--- config.mk ---
export PLATFORM = sky130hd
export DESIGN_NAME = tv80_busarb
export DESIGN_NICKNAME = d
export VERILOG_FILES = /design/src/rtl/tv80_busarb_pkg.sv /design/src/rtl/tv80_rr_pick.sv /design/src/rtl/tv80_busarb.sv
export SDC_FILE = /design/constraint.sdc
export NUM_CORES = 1
export LEC_CHECK = 0
export ABC_AREA = 1
export CAP_MARGIN = 20
export CORE_UTILIZATION = 50
export DETAILED_ROUTE_END_ITERATION = 7
export GPL_ROUTABILITY_DRIVEN = 0
export PLACE_DENSITY = 0.74
export SKIP_LAST_GASP = 1
export SYNTH_ARGS = -nofsm -noshare
export SYNTH_HDL_FRONTEND = slang
export SYNTH_SLANG_ARGS = --single-unit
--- constraint.sdc ---
create_clock -name clk -period 1.7 [get_ports clk]
set_input_delay 0.51 -clock clk [delete_from_list [all_inputs] [get_ports clk]]
set_output_delay 0.51 -clock clk [all_outputs]
set_load 0.02 [all_outputs]
--- src/rtl/tv80_busarb_pkg.sv ---
// Shared definitions for the TV80 bus-mastership arbiter: state encoding,
// default parameter values and the width of the round-robin pointer.
package tv80_busarb_pkg;

    localparam int NUM_REQ_DEF  = 2;
    localparam int MAX_HOLD_DEF = 64;
    localparam int CPU_GAP_DEF  = 4;
    localparam int CNT_W_DEF    = 8;

    // Pointer width covers the full 1..8 requester range.
    localparam int IDX_W = 3;

    typedef enum logic [2:0] {
        ST_IDLE    = 3'd0,
        ST_REQ     = 3'd1,
        ST_GRANT   = 3'd2,
        ST_DRAIN   = 3'd3,
        ST_RELEASE = 3'd4,
        ST_GAP     = 3'd5
    } state_e;

endpackage

--- src/rtl/tv80_rr_pick.sv ---
// Combinational round-robin picker: returns the first set request strictly
// above i_last, wrapping to the lowest set request if none is found above.
module tv80_rr_pick
    import tv80_busarb_pkg::*;
#(
    parameter int NumReq = NUM_REQ_DEF
) (
    input  logic [NumReq-1:0] i_req,
    input  logic [IDX_W-1:0]  i_last,
    output logic [NumReq-1:0] o_gnt,
    output logic [IDX_W-1:0]  o_idx,
    output logic              o_valid
);

    logic w_found;

    // Two passes: upper window (above last) first, then wrap from index 0.
    always_comb begin
        o_gnt   = '0;
        o_idx   = '0;
        w_found = 1'b0;
        for (int k = 0; k < NumReq; k++) begin
            if (!w_found && i_req[k] && (k > int'(i_last))) begin
                o_gnt[k] = 1'b1;
                o_idx    = IDX_W'(k);
                w_found  = 1'b1;
            end
        end
        for (int k = 0; k < NumReq; k++) begin
            if (!w_found && i_req[k]) begin
                o_gnt[k] = 1'b1;
                o_idx    = IDX_W'(k);
                w_found  = 1'b1;
            end
        end
        o_valid = w_found;
    end

endmodule

--- src/rtl/tv80_busarb.sv ---
// Bus-mastership arbiter between the TV80 CPU and NumReq DMA-style requesters.
// Requests the bus from the CPU via busrq_n, grants one requester (round-robin)
// once busak_n is low, limits tenure to MaxHold cycles and keeps the CPU on the
// bus for at least CpuGap cycles between tenures.
module tv80_busarb
    import tv80_busarb_pkg::*;
#(
    parameter int NumReq  = NUM_REQ_DEF,
    parameter int MaxHold = MAX_HOLD_DEF,
    parameter int CpuGap  = CPU_GAP_DEF,
    parameter int CntW    = CNT_W_DEF
) (
    input  logic              clk,
    input  logic              reset_n,
    input  logic [NumReq-1:0] req,
    input  logic              busak_n,
    output logic              busrq_n,
    output logic [NumReq-1:0] gnt,
    output logic              bus_owned,
    output logic              preempt,
    output state_e            o_dbg_state
);

    localparam logic [CntW-1:0] HoldLast = CntW'(MaxHold - 1);
    localparam logic [CntW-1:0] GapLast  = CntW'(CpuGap - 1);

    state_e            r_state;
    logic              r_busrq_n;
    logic [NumReq-1:0] r_gnt;
    logic              r_preempt;
    logic [IDX_W-1:0]  r_last;
    // Shared counter: hold cycles in GRANT, busak_n-high samples in RELEASE,
    // gap cycles in GAP. The states are exclusive so one register suffices.
    logic [CntW-1:0]   r_cnt;

    state_e            w_state_nxt;
    logic              w_busrq_n_nxt;
    logic [NumReq-1:0] w_gnt_nxt;
    logic              w_preempt_nxt;
    logic [IDX_W-1:0]  w_last_nxt;
    logic [CntW-1:0]   w_cnt_nxt;
    logic [NumReq-1:0] w_pick_gnt;
    logic [IDX_W-1:0]  w_pick_idx;
    logic              w_pick_valid;
    logic              w_req_any;
    logic              w_win_req;

    assign w_req_any = |req;
    assign w_win_req = |(req & r_gnt);

    tv80_rr_pick #(
        .NumReq (NumReq)
    ) u_pick (
        .i_req   (req),
        .i_last  (r_last),
        .o_gnt   (w_pick_gnt),
        .o_idx   (w_pick_idx),
        .o_valid (w_pick_valid)
    );

    // Next-state and next-output logic; every output is registered.
    always_comb begin
        w_state_nxt   = r_state;
        w_busrq_n_nxt = r_busrq_n;
        w_gnt_nxt     = r_gnt;
        w_preempt_nxt = 1'b0;
        w_last_nxt    = r_last;
        w_cnt_nxt     = r_cnt;
        case (r_state)
            ST_IDLE: begin
                if (w_req_any) begin
                    w_state_nxt   = ST_REQ;
                    w_busrq_n_nxt = 1'b0;
                end
            end
            ST_REQ: begin
                if (!w_req_any) begin
                    // Abort: everyone went away before the acknowledge.
                    w_state_nxt   = ST_RELEASE;
                    w_busrq_n_nxt = 1'b1;
                    w_cnt_nxt     = '0;
                end else if (!busak_n && w_pick_valid) begin
                    w_state_nxt = ST_GRANT;
                    w_gnt_nxt   = w_pick_gnt;
                    w_last_nxt  = w_pick_idx;
                    w_cnt_nxt   = '0;
                end
            end
            ST_GRANT: begin
                // CPU protocol error or requester done: a normal drop wins
                // over preemption when both happen on the same edge.
                if (busak_n || !w_win_req) begin
                    w_state_nxt = ST_DRAIN;
                    w_gnt_nxt   = '0;
                end else if ((MaxHold != 0) && (r_cnt == HoldLast)) begin
                    w_state_nxt   = ST_DRAIN;
                    w_gnt_nxt     = '0;
                    w_preempt_nxt = 1'b1;
                end else begin
                    w_cnt_nxt = r_cnt + CntW'(1);
                end
            end
            ST_DRAIN: begin
                // One turnaround cycle with gnt low while busrq_n stays low.
                w_state_nxt   = ST_RELEASE;
                w_busrq_n_nxt = 1'b1;
                w_cnt_nxt     = '0;
            end
            ST_RELEASE: begin
                // Need busak_n high on two consecutive edges to absorb a late
                // acknowledge after an abort.
                if (busak_n) begin
                    if (r_cnt != '0) begin
                        w_state_nxt = (CpuGap != 0) ? ST_GAP : ST_IDLE;
                        w_cnt_nxt   = '0;
                    end else begin
                        w_cnt_nxt = CntW'(1);
                    end
                end else begin
                    w_cnt_nxt = '0;
                end
            end
            ST_GAP: begin
                if (r_cnt == GapLast) begin
                    w_state_nxt = ST_IDLE;
                    w_cnt_nxt   = '0;
                end else begin
                    w_cnt_nxt = r_cnt + CntW'(1);
                end
            end
            default: begin
                w_state_nxt   = ST_IDLE;
                w_busrq_n_nxt = 1'b1;
                w_gnt_nxt     = '0;
                w_cnt_nxt     = '0;
            end
        endcase
    end

    // State and output registers with synchronous active-low reset.
    always_ff @(posedge clk) begin
        if (!reset_n) begin
            r_state   <= ST_IDLE;
            r_busrq_n <= 1'b1;
            r_gnt     <= '0;
            r_preempt <= 1'b0;
            r_last    <= IDX_W'(NumReq - 1);
            r_cnt     <= '0;
        end else begin
            r_state   <= w_state_nxt;
            r_busrq_n <= w_busrq_n_nxt;
            r_gnt     <= w_gnt_nxt;
            r_preempt <= w_preempt_nxt;
            r_last    <= w_last_nxt;
            r_cnt     <= w_cnt_nxt;
        end
    end

    assign busrq_n     = r_busrq_n;
    assign gnt         = r_gnt;
    assign bus_owned   = |r_gnt;
    assign preempt     = r_preempt;
    assign o_dbg_state = r_state;

endmodule

# After elaboration in Yosys (flattened, before gate mapping)
# Index checks and enable logic that the tools add are counted.
# Widths: inputs -> output; s select.
[totals]
regBits = 18
rom_bits = 0
latchBits = 0
wordCells = 88
mem_bits_rw = 0
n_memories = 0
input_bits = 5
[op_classes]
addsub = 1
mul = 0
n_div = 0
eq_ne = 18
reduce_logical = 22
bitwise_logic = 6
order_cmp = 1
shift = 0
mux = 34
[ops]
columns = ["operator", "n"]
rows = [
  ["$mux 8", 6],
  ["$pmux 8 s5", 1],
  ["$mux 3", 10],
  ["$ne 2x2->1 const B", 9],
  ["$pmux 3 s6", 1],
  ["$mux 1", 10],
  ["$add 8x1->8 const B", 1],
  ["$eq 8x2->1 const B", 1],
  ["$eq 8x6->1 const B", 1],
  ["$mux 2", 4],
  ["$reduce_and 4->1", 2],
  ["$reduce_bool 8->1", 1],
  ["$eq 3x2->1 const B", 2],
  ["$eq 3x3->1 const B", 2],
  ["$ne 3x3->1 const B", 2],
  ["$pmux 2 s3", 1],
  ["$reduce_and 3->1", 2],
  ["$reduce_and 6->1", 1],
  ["$reduce_or 2->1", 3],
  ["$reduce_or 3->1", 2],
  ["$not 1->1", 5],
  ["$logic_and 1x1->1", 4],
  ["$logic_not 1->1", 4],
  ["$reduce_or 4->1", 1],
  ["other kinds (6)", 6],
]

# Logic depth before layout (Yosys ltp)
# Gate-level depths: netlist of run 1.
[depth]
depth_word = 13
mapped_depth = 11
depth_no_buf = 11

# By module
# From an unflattened synthesis of run 1, not the netlist that was laid out.
[hier_totals]
hier_cells = 196
area_unflattened_um2 = 1243.7
[by_module_without_submodules]
columns = ["module", "cells_per_inst", "n_inst", "area_per_inst_um2"]
rows = [
  ["tv80_busarb", 183, 1, 1173.6],
  ["tv80_rr_pick", 13, 1, 70.1],
]

# Worst setup path before layout of run 1
# Ideal clock, no wire load.
[synth_timing]
path_kind = "reg2reg"
from = "register r_state[1] (netlist: o_dbg_state[1])"
to = "register r_state[1] (netlist: o_dbg_state[1])"
setup_time_ns = 0.115
t_arrival_ns = 1.342
path_stages_with_launch = 10
path_buffers = 0
required_ns = 1.585
slack_ns = 0.242
cell_sequence = "dfxtp_1 > inv_2 > nand2_1 > nor2_1 > nand2_1 > nand2_1 > nor2_2 > nand3_1 > o21ai_0 > inv_1"
[synth_between]
elab_chain_cells = 3
word_cells_on_any_way = 14
[synth_rtl]
columns = ["element", "line", "source"]
rows = [
  ["from (decl)", "tv80_busarb.sv:27", "state_e r_state;"],
  ["from (signal assigned)", "tv80_busarb.sv:150", "r_state <= w_state_nxt;"],
  ["$eq 3x2->1 (tied with other cells)", "tv80_busarb.sv:69", "case (r_state)"],
  ["$ne 3x3->1 (no source line) or $ne 2x2->1 (tied branches)", "-", ""],
  ["$reduce_and 6->1 (no source line)", "-", ""],
]
# Parallel ways exist; a longest one is shown, timed or not.
# A chain may end at the register's enable or synchronous reset.

# Worst setup path after layout of run 1
[layout_timing]
from = "input port busak_n"
to = "register r_state[2] (netlist: o_dbg_state[2])"
[layout_between]
elab_chain_cells = 4
word_cells_on_any_way = 9
[layout_rtl]
columns = ["element", "line", "source"]
rows = [
  ["from (decl)", "tv80_busarb.sv:16", "input logic busak_n,"],
  ["$logic_not 1->1", "tv80_busarb.sv:82", "end else if (!busak_n && w_pick_valid) begin"],
  ["$logic_and 1x1->1", "tv80_busarb.sv:82", ""],
  ["$ne 3x3->1 (no source line)", "-", ""],
  ["$reduce_and 6->1 (no source line)", "-", ""],
]
# Parallel ways exist; a longest one is shown, timed or not.

==> impl_metrics.tcl, run 1 <==
set metrics [dict create \
    status "completed" \
    slew_violations 0 \
    die_h_microns 49.1 \
    syn_inst 192 \
    power_density_nw_per_um2 1470 \
    synth_compound_area_frac 0.130 \
    clock.fmax_ghz 0.619 \
    drc 0 \
    antenna_found_initial 0 \
    ys_seq_area_frac 0.288 \
    io_pins 13 \
    finalSetupViolCount 0 \
    syn_nets 199 \
    cts_buffer_depth 2 \
    root_buffer "clkbuf_4" \
    synthTopCellsByArea "dfxtp_1, nand2_1, nor2_1" \
    coreArea_sq_um 2020 \
    clock_latency_ns 0.29 \
    netlist_area_sq_um 1110 \
    yosys.area.top_type "dfxtp_1" \
    met3WireLength_microns 196 \
    grt.total_usage 0.254 \
    wl_met1_microns 1260 \
    cp-start-kind "primary input" \
    synth-simple-area-share 0.448 \
    rows 16 \
    synth_top_family_by_area "simple AND/OR/NAND/NOR gates" \
    crit_path_end_kind "flip-flop" \
    numCtsBuffers 3 \
    cts_htree_levels 1 \
    synth_top_area_share 0.288 \
    critPathRequiredTime_ns 1.89 \
    path_common_cell "nor2_1" \
    muxShareOfSynthArea 0 \
    path_cells "clkdlybuf4s50_1 > a21oi_2 > buf_4 > nand3_2 > nand2_1 > nor2_2 > nor2_1 > nor2_1" \
    postLayoutCellArea_sq_um 1420 \
    worstMarginPinSlew_ns 0.306 \
    synth_fa_ha_area_frac 0.0225 \
    die-area_sq_um 2410 \
    min_path_type "reg -> reg" \
    firstDrtPassIters 4 \
    cts_tree "built" \
    ys.warnings.count 0 \
    grt_pass1_vias 1145 \
    crit_type "in -> reg" \
    grt_max_degree 11 \
    fin_nets 229 \
    fillers 181 \
    hold_violations 0 \
    antenna_cells 0 \
    worstPathArrival_ns 1.80 \
    crit_fanout 5 \
    maxSlewHeadroom 0.795 \
    period_share 0.950 \
    period_minus_slack_ns 1.61 \
    p_leak_nw 0.709 \
    max_cap_violations 0 \
    postRouteAntennaNets 0 \
    syn_avg_cell_area_sq_um 5.79 \
    placed_area_sq_um 1360 \
    final_cell_mix "nand2_1, inv_1, nor2_1" \
    grt_remaining_overflow 0 \
    crit_path_top_delay_cell "clkdlybuf4s50_1" \
    clkSlewWorstSetupHoldPaths_ns 0.10 \
    ctsHoldBuffers 0 \
    vias_per_cell 5.16 \
    dp_hpwl_microns 2100 \
    max_stage_delay_ns 0.51 \
    top_layer "met4" \
    grt_pass1_wl_microns 4740 \
    drive_gt1_frac 0.182 \
    synth_xor_area_frac 0 \
    skew_ns 0.0101 \
    vdd_ir_drop_max_mv 1.06 \
    drt_wl_total_microns 2800 \
    drtIter0Drc 47 \
    power_mw 2.09 \
    vias 1274 \
    cts.sinks 16 \
    ys_types 20 \
    wire_per_inst_microns 11.3 \
    area_growth_pct 27.4 \
    wl_met2_microns 1310 \
    initial_core_util 0.550 \
    final_common_cell "nand2_1" \
    die-width_microns 49.1 \
    synth_seq_cells 16 \
    port_buffers 12 \
    rsz0062_at_grt "no" \
]
routing by layer:
metal  track usage  vias up
li1              -      655
met1         0.329      560
met2         0.429       54
met3        0.0405        5
met4        0.0784        0
met5             0        -
cell usage after synthesis:
cell type,count
a21oi_1,9
a21oi_2,1
clkbuf_1,1
dfxtp_1,16
ha_1,2
inv_1,30
inv_2,2
nand2_1,63
nand2_2,1
nand2_4,1
nand3_1,10
nand3_4,1
nand4_1,3
nor2_1,31
nor2_2,3
nor3_4,1
o211ai_1,1
o21ai_0,13
o21ai_2,2
or2_2,1
power breakdown:
part	internal (mW)	total (mW)	switching, mW
clock network	0.0824	0.203	0.121
registers	0.449	0.502	0.0526
logic	0.496	1.38	0.886
metrics by stage:
stage | instances | setup TNS (ns) | utilization | hold slack (ns) | worst slack [ns]
finish | 247 | 0 | 0.700 | 0.498 | 0.0851
global route | 247 | 0 | 0.700 | 0.527 | 0.0102
CTS | 246 | -0.0432 | 0.681 | 0.503 | -0.0218
detailed placement | 243 | -3.85 | 0.672 | 0.478 | -0.336
global placement | 243 | -3.09 | 0.672 | 0.459 | -0.266
floorplan | 192 | 0 | - | 0.445 | 0.242
flip-flops by register name, summed over array words and instances, names as in the netlist:
register / flops
busrq_n: 1
gnt: 2
o_dbg_state: 3
preempt: 1
r_cnt: 8
r_last: 1
cells by family (layout without fill, tap and decap cells):
family / count (synthesis) / in the layout
AOI/OAI and AO/OA: 26 / 26
buffers and inverters: 33 / 61
and+or+nand+nor: 115 / 115
adders and majority gates: 2 / 2
DFF: 16 / 16
timing repair:
item,CTS,global route
setup endpoints to repair,16,14
resized for setup,10,13
pin swaps,0,1
setup buffers,0,1
cell type report:
class                           count  area, sq um  share of cell area
Clock buffer                        3         22.5              0.0159
Inverter                           32          120              0.0849
Multi-Input combinational cell    143          702               0.496
Sequential cell                    16          320               0.226
Tap cell                           27         33.8              0.0239
Timing Repair Buffer               26          216               0.153
path summary, 6_finish.rpt:
| check | start | endpoint | slack, ns | cells after the start |
|---|---|---|---|---|
| hold / removal | r_last[0] | r_last[0] | 0.50 | 2 |
| setup reg to reg | r_cnt[1] | r_cnt[1] | 0.12 | 9 |
| hold reg to reg | r_last[0] | r_last[0] | 0.50 | 2 |
| setup / recovery | busak_n | o_dbg_state[2] | 0.09 | 8 |
critical path, delay by kind of cell:
kind | cells | cell delay (ns)
AND/OR/NAND/NOR | 5 | 0.44
AO/OA/AOI/OAI | 1 | 0.19
buffers and inverters | 2 | 0.66
No activity file was read; power rests on OpenSTA's default activity.
==> run 2: changes to the inputs <==
MAX_ROUTING_LAYER = met4   (was not set)
==> results of run 2 <==
The final DEF is identical to that of run 1; final timing and power are the same.
Main changes from that run: overall routing resource usage 0.254 -> 0.261
==> run 3: changes to the inputs <==
PLACE_DENSITY = 0.73   (was 0.74)
SETUP_SLACK_MARGIN = 0.5   (was not set)
SYNTH_HIERARCHICAL = 1   (was not set)
==> run 3 against run 2 <==
  * Routed wire length rose by 100%
  * Sequential share of layout area fell by 4.5 points
  * Critical path depth rose by 1
  * Worst setup slack improved by 0.034 ns
  * Largest power group unchanged
  * Largest cell class unchanged
  * Critical endpoint is now r_cnt[2]
  * Global-route usage rose by 11 points
  * Area after synthesis rose by 12%
  * Cell count rose by 11%
==> impl_metrics.tcl, run 3 <==
set metrics [dict create \
    status "completed" \
    critPathRequiredTime_ns 1.95 \
    hold_violations 0 \
    finalSetupViolCount 0 \
    synthArstFlopShare 0 \
    coreArea_sq_um 2280 \
    period_share 0.930 \
    muxShareOfSynthArea 0 \
    vias 1719 \
    die_h_microns 51.9 \
    hold_depth 2 \
    synth_top_area_share 0.290 \
    drive_gt1_frac 0.600 \
    ys.warnings.count 6 \
    initial_core_util 0.546 \
    die-area_sq_um 2690 \
    reg2reg_slack_ns 0.12 \
    synth_xor_area_frac 0.00704 \
    netlist_area_sq_um 1240 \
    antenna_found_initial 0 \
    ys_types 28 \
    postRouteAntennaNets 0 \
    clock.fmax_ghz 0.633 \
    grt_remaining_overflow 0 \
    synth_seq_cells 18 \
    area.sequential_sq_um 383 \
    min_path_type "reg -> reg" \
    rr_startpoint "r_cnt[0]" \
    tns_ns 0 \
    period_minus_slack_ns 1.58 \
    grt_pass1_wl_microns 6980 \
    crit_type "reg -> reg" \
    crit_fanout 5 \
    dp_hpwl_microns 2200 \
    multiInputGateArea_sq_um 1080 \
    fillers 76 \
    vias_per_cell 6.30 \
    drtIter0Drc 113 \
    max_cap_violations 0 \
    numCtsBuffers 3 \
    cp-start-kind "flip-flop" \
    synthTopCellsByArea "dfxtp_1, nand2_1, nor2_1" \
    cts.sinks 18 \
    largest_register_ffs 8 \
    cts_tree "built" \
    power_mw 2.53 \
    io_pins 13 \
    endpoint "r_cnt[2]" \
    path_cells "ha_4 > nand3_4 > nor2_4 > nand2_2 > nand2_2 > nand2_4 > nand2_4 > o21ai_1 > nor2_1" \
    synthTopCellsByCount "nand2_1, nor2_1, dfxtp_1" \
    synth-main-ff-cell "dfxtp_1" \
    synth_top_family_by_area "simple AND/OR/NAND/NOR gates" \
    skew_ns 0.000786 \
    p_leak_nw 0.872 \
    yosys.area.top_type "dfxtp_1" \
    synth_edf_count 0 \
    yosysMostFrequentCell "nand2_1" \
    hold_start "gnt[0]" \
    synth-simple-area-share 0.444 \
    port_buffers 12 \
    root_buffer "clkbuf_4" \
    ys_seq_area_frac 0.290 \
    drt_wl_total_microns 5700 \
    grt_pass1_vias 1529 \
    reg2regPathDepth 9 \
    synth_fa_ha_area_frac 0.0201 \
    fin_nets 253 \
    syn_avg_cell_area_sq_um 6.35 \
    regMostFlops "r_cnt" \
    r2r-end "r_cnt[2]" \
    wire_per_inst_microns 20.9 \
    critPathLaunch "r_cnt[0]" \
    final_cell_mix "nand2_1, buf_4, nand2_2" \
    syn_inst 196 \
    grt.total_usage 0.367 \
    antenna_cells 0 \
    crit_path_top_delay_cell "dfxtp_4" \
    vdd_ir_drop_max_mv 1.06 \
    cts_buffer_depth 2 \
    final_cells 273 \
    final_common_cell "nand2_1" \
    area_growth_pct 69.6 \
    grt_max_degree 11 \
    cts_htree_levels 1 \
    max_stage_delay_ns 0.42 \
    worstPathArrival_ns 1.83 \
    drc 0 \
    crit_path_end_kind "flip-flop" \
    clock_latency_ns 0.32 \
    die-width_microns 51.9 \
    slew_violations 0 \
    rows 17 \
    power_density_nw_per_um2 1200 \
    synth_compound_area_frac 0.126 \
    placedCellCount 246 \
    rsz0062_at_grt "yes" \
    ctsHoldBuffers 0 \
    clkSlewWorstSetupHoldPaths_ns 0.13 \
    firstDrtPassIters 7 \
]
-- run 3: how the worst min path moves through the flow --
stage / end / slack, ns
after floorplan: r_cnt[7] / 0.47
after global placement: busrq_n / 0.46
after detailed placement: busrq_n / 0.47
after CTS: gnt[0] / 0.49
after global routing: gnt[0] / 0.52
final: gnt[0] / 0.49
-- run 3: where the power goes --
group          total (mW)  internal [mW]  switching, mW
Clock               0.310          0.131          0.179
Sequential          0.558          0.488         0.0701
Combinational        1.66          0.650           1.01
Total                2.53           1.27           1.26
-- run 3: stage by stage --
stage                     worst slack, ns  cell area (sq um)  hold WS, ns   util
final                               0.119               2110        0.495  0.927
after global routing               0.0661               2110        0.516  0.927
after CTS                           0.178               1930        0.489  0.847
after detailed placement           -0.345               1530        0.468  0.673
after global placement             -0.313               1530        0.460  0.673
after floorplan                     0.344               1320        0.466      -
-- run 3: cells by family (layout without fill, tap and decap cells) --
group                    Yosys count  count (layout)
flip-flops                        18              18
AND/OR/NAND/NOR                  118             119
other                              1               2
buffers and inverters             28              75
adder cells (fa/ha/maj)            2               2
AO/OA/AOI/OAI                     28              28
XOR/XNOR                           1               1
-- run 3: layout make-up --
cell class              instances  share of cell area
well taps                      28              0.0166
repair buffers                 49               0.218
multi-input cells             152               0.511
clock buffers                   4              0.0172
flip-flops and latches         18               0.181
inverters                      22              0.0558
-- run 3: layer usage --
metal,vias to the layer above,track usage,part of all wire
li1,721,-,-
met1,801,0.387,0.36
met2,147,0.637,0.47
met3,50,0.0673,0.098
met4,0,0.207,0.068
met5,-,-,0
-- run 3: repair_timing --
action / CTS / global route
pin swaps: 36 / 27
setup endpoints to repair: 26 / 26
resized for setup: 119 / 41
setup buffers: 16 / 6
gates cloned: 1 / 0
-- run 3: critical path: cells and delay by family, from the launching register on --
kind | cells | cell delay (ns)
AND/OR/NAND/NOR | 7 | 0.80
flip-flops | 1 | 0.42
adder cells (fa/ha/maj) | 1 | 0.18
AO/OA/AOI/OAI | 1 | 0.10
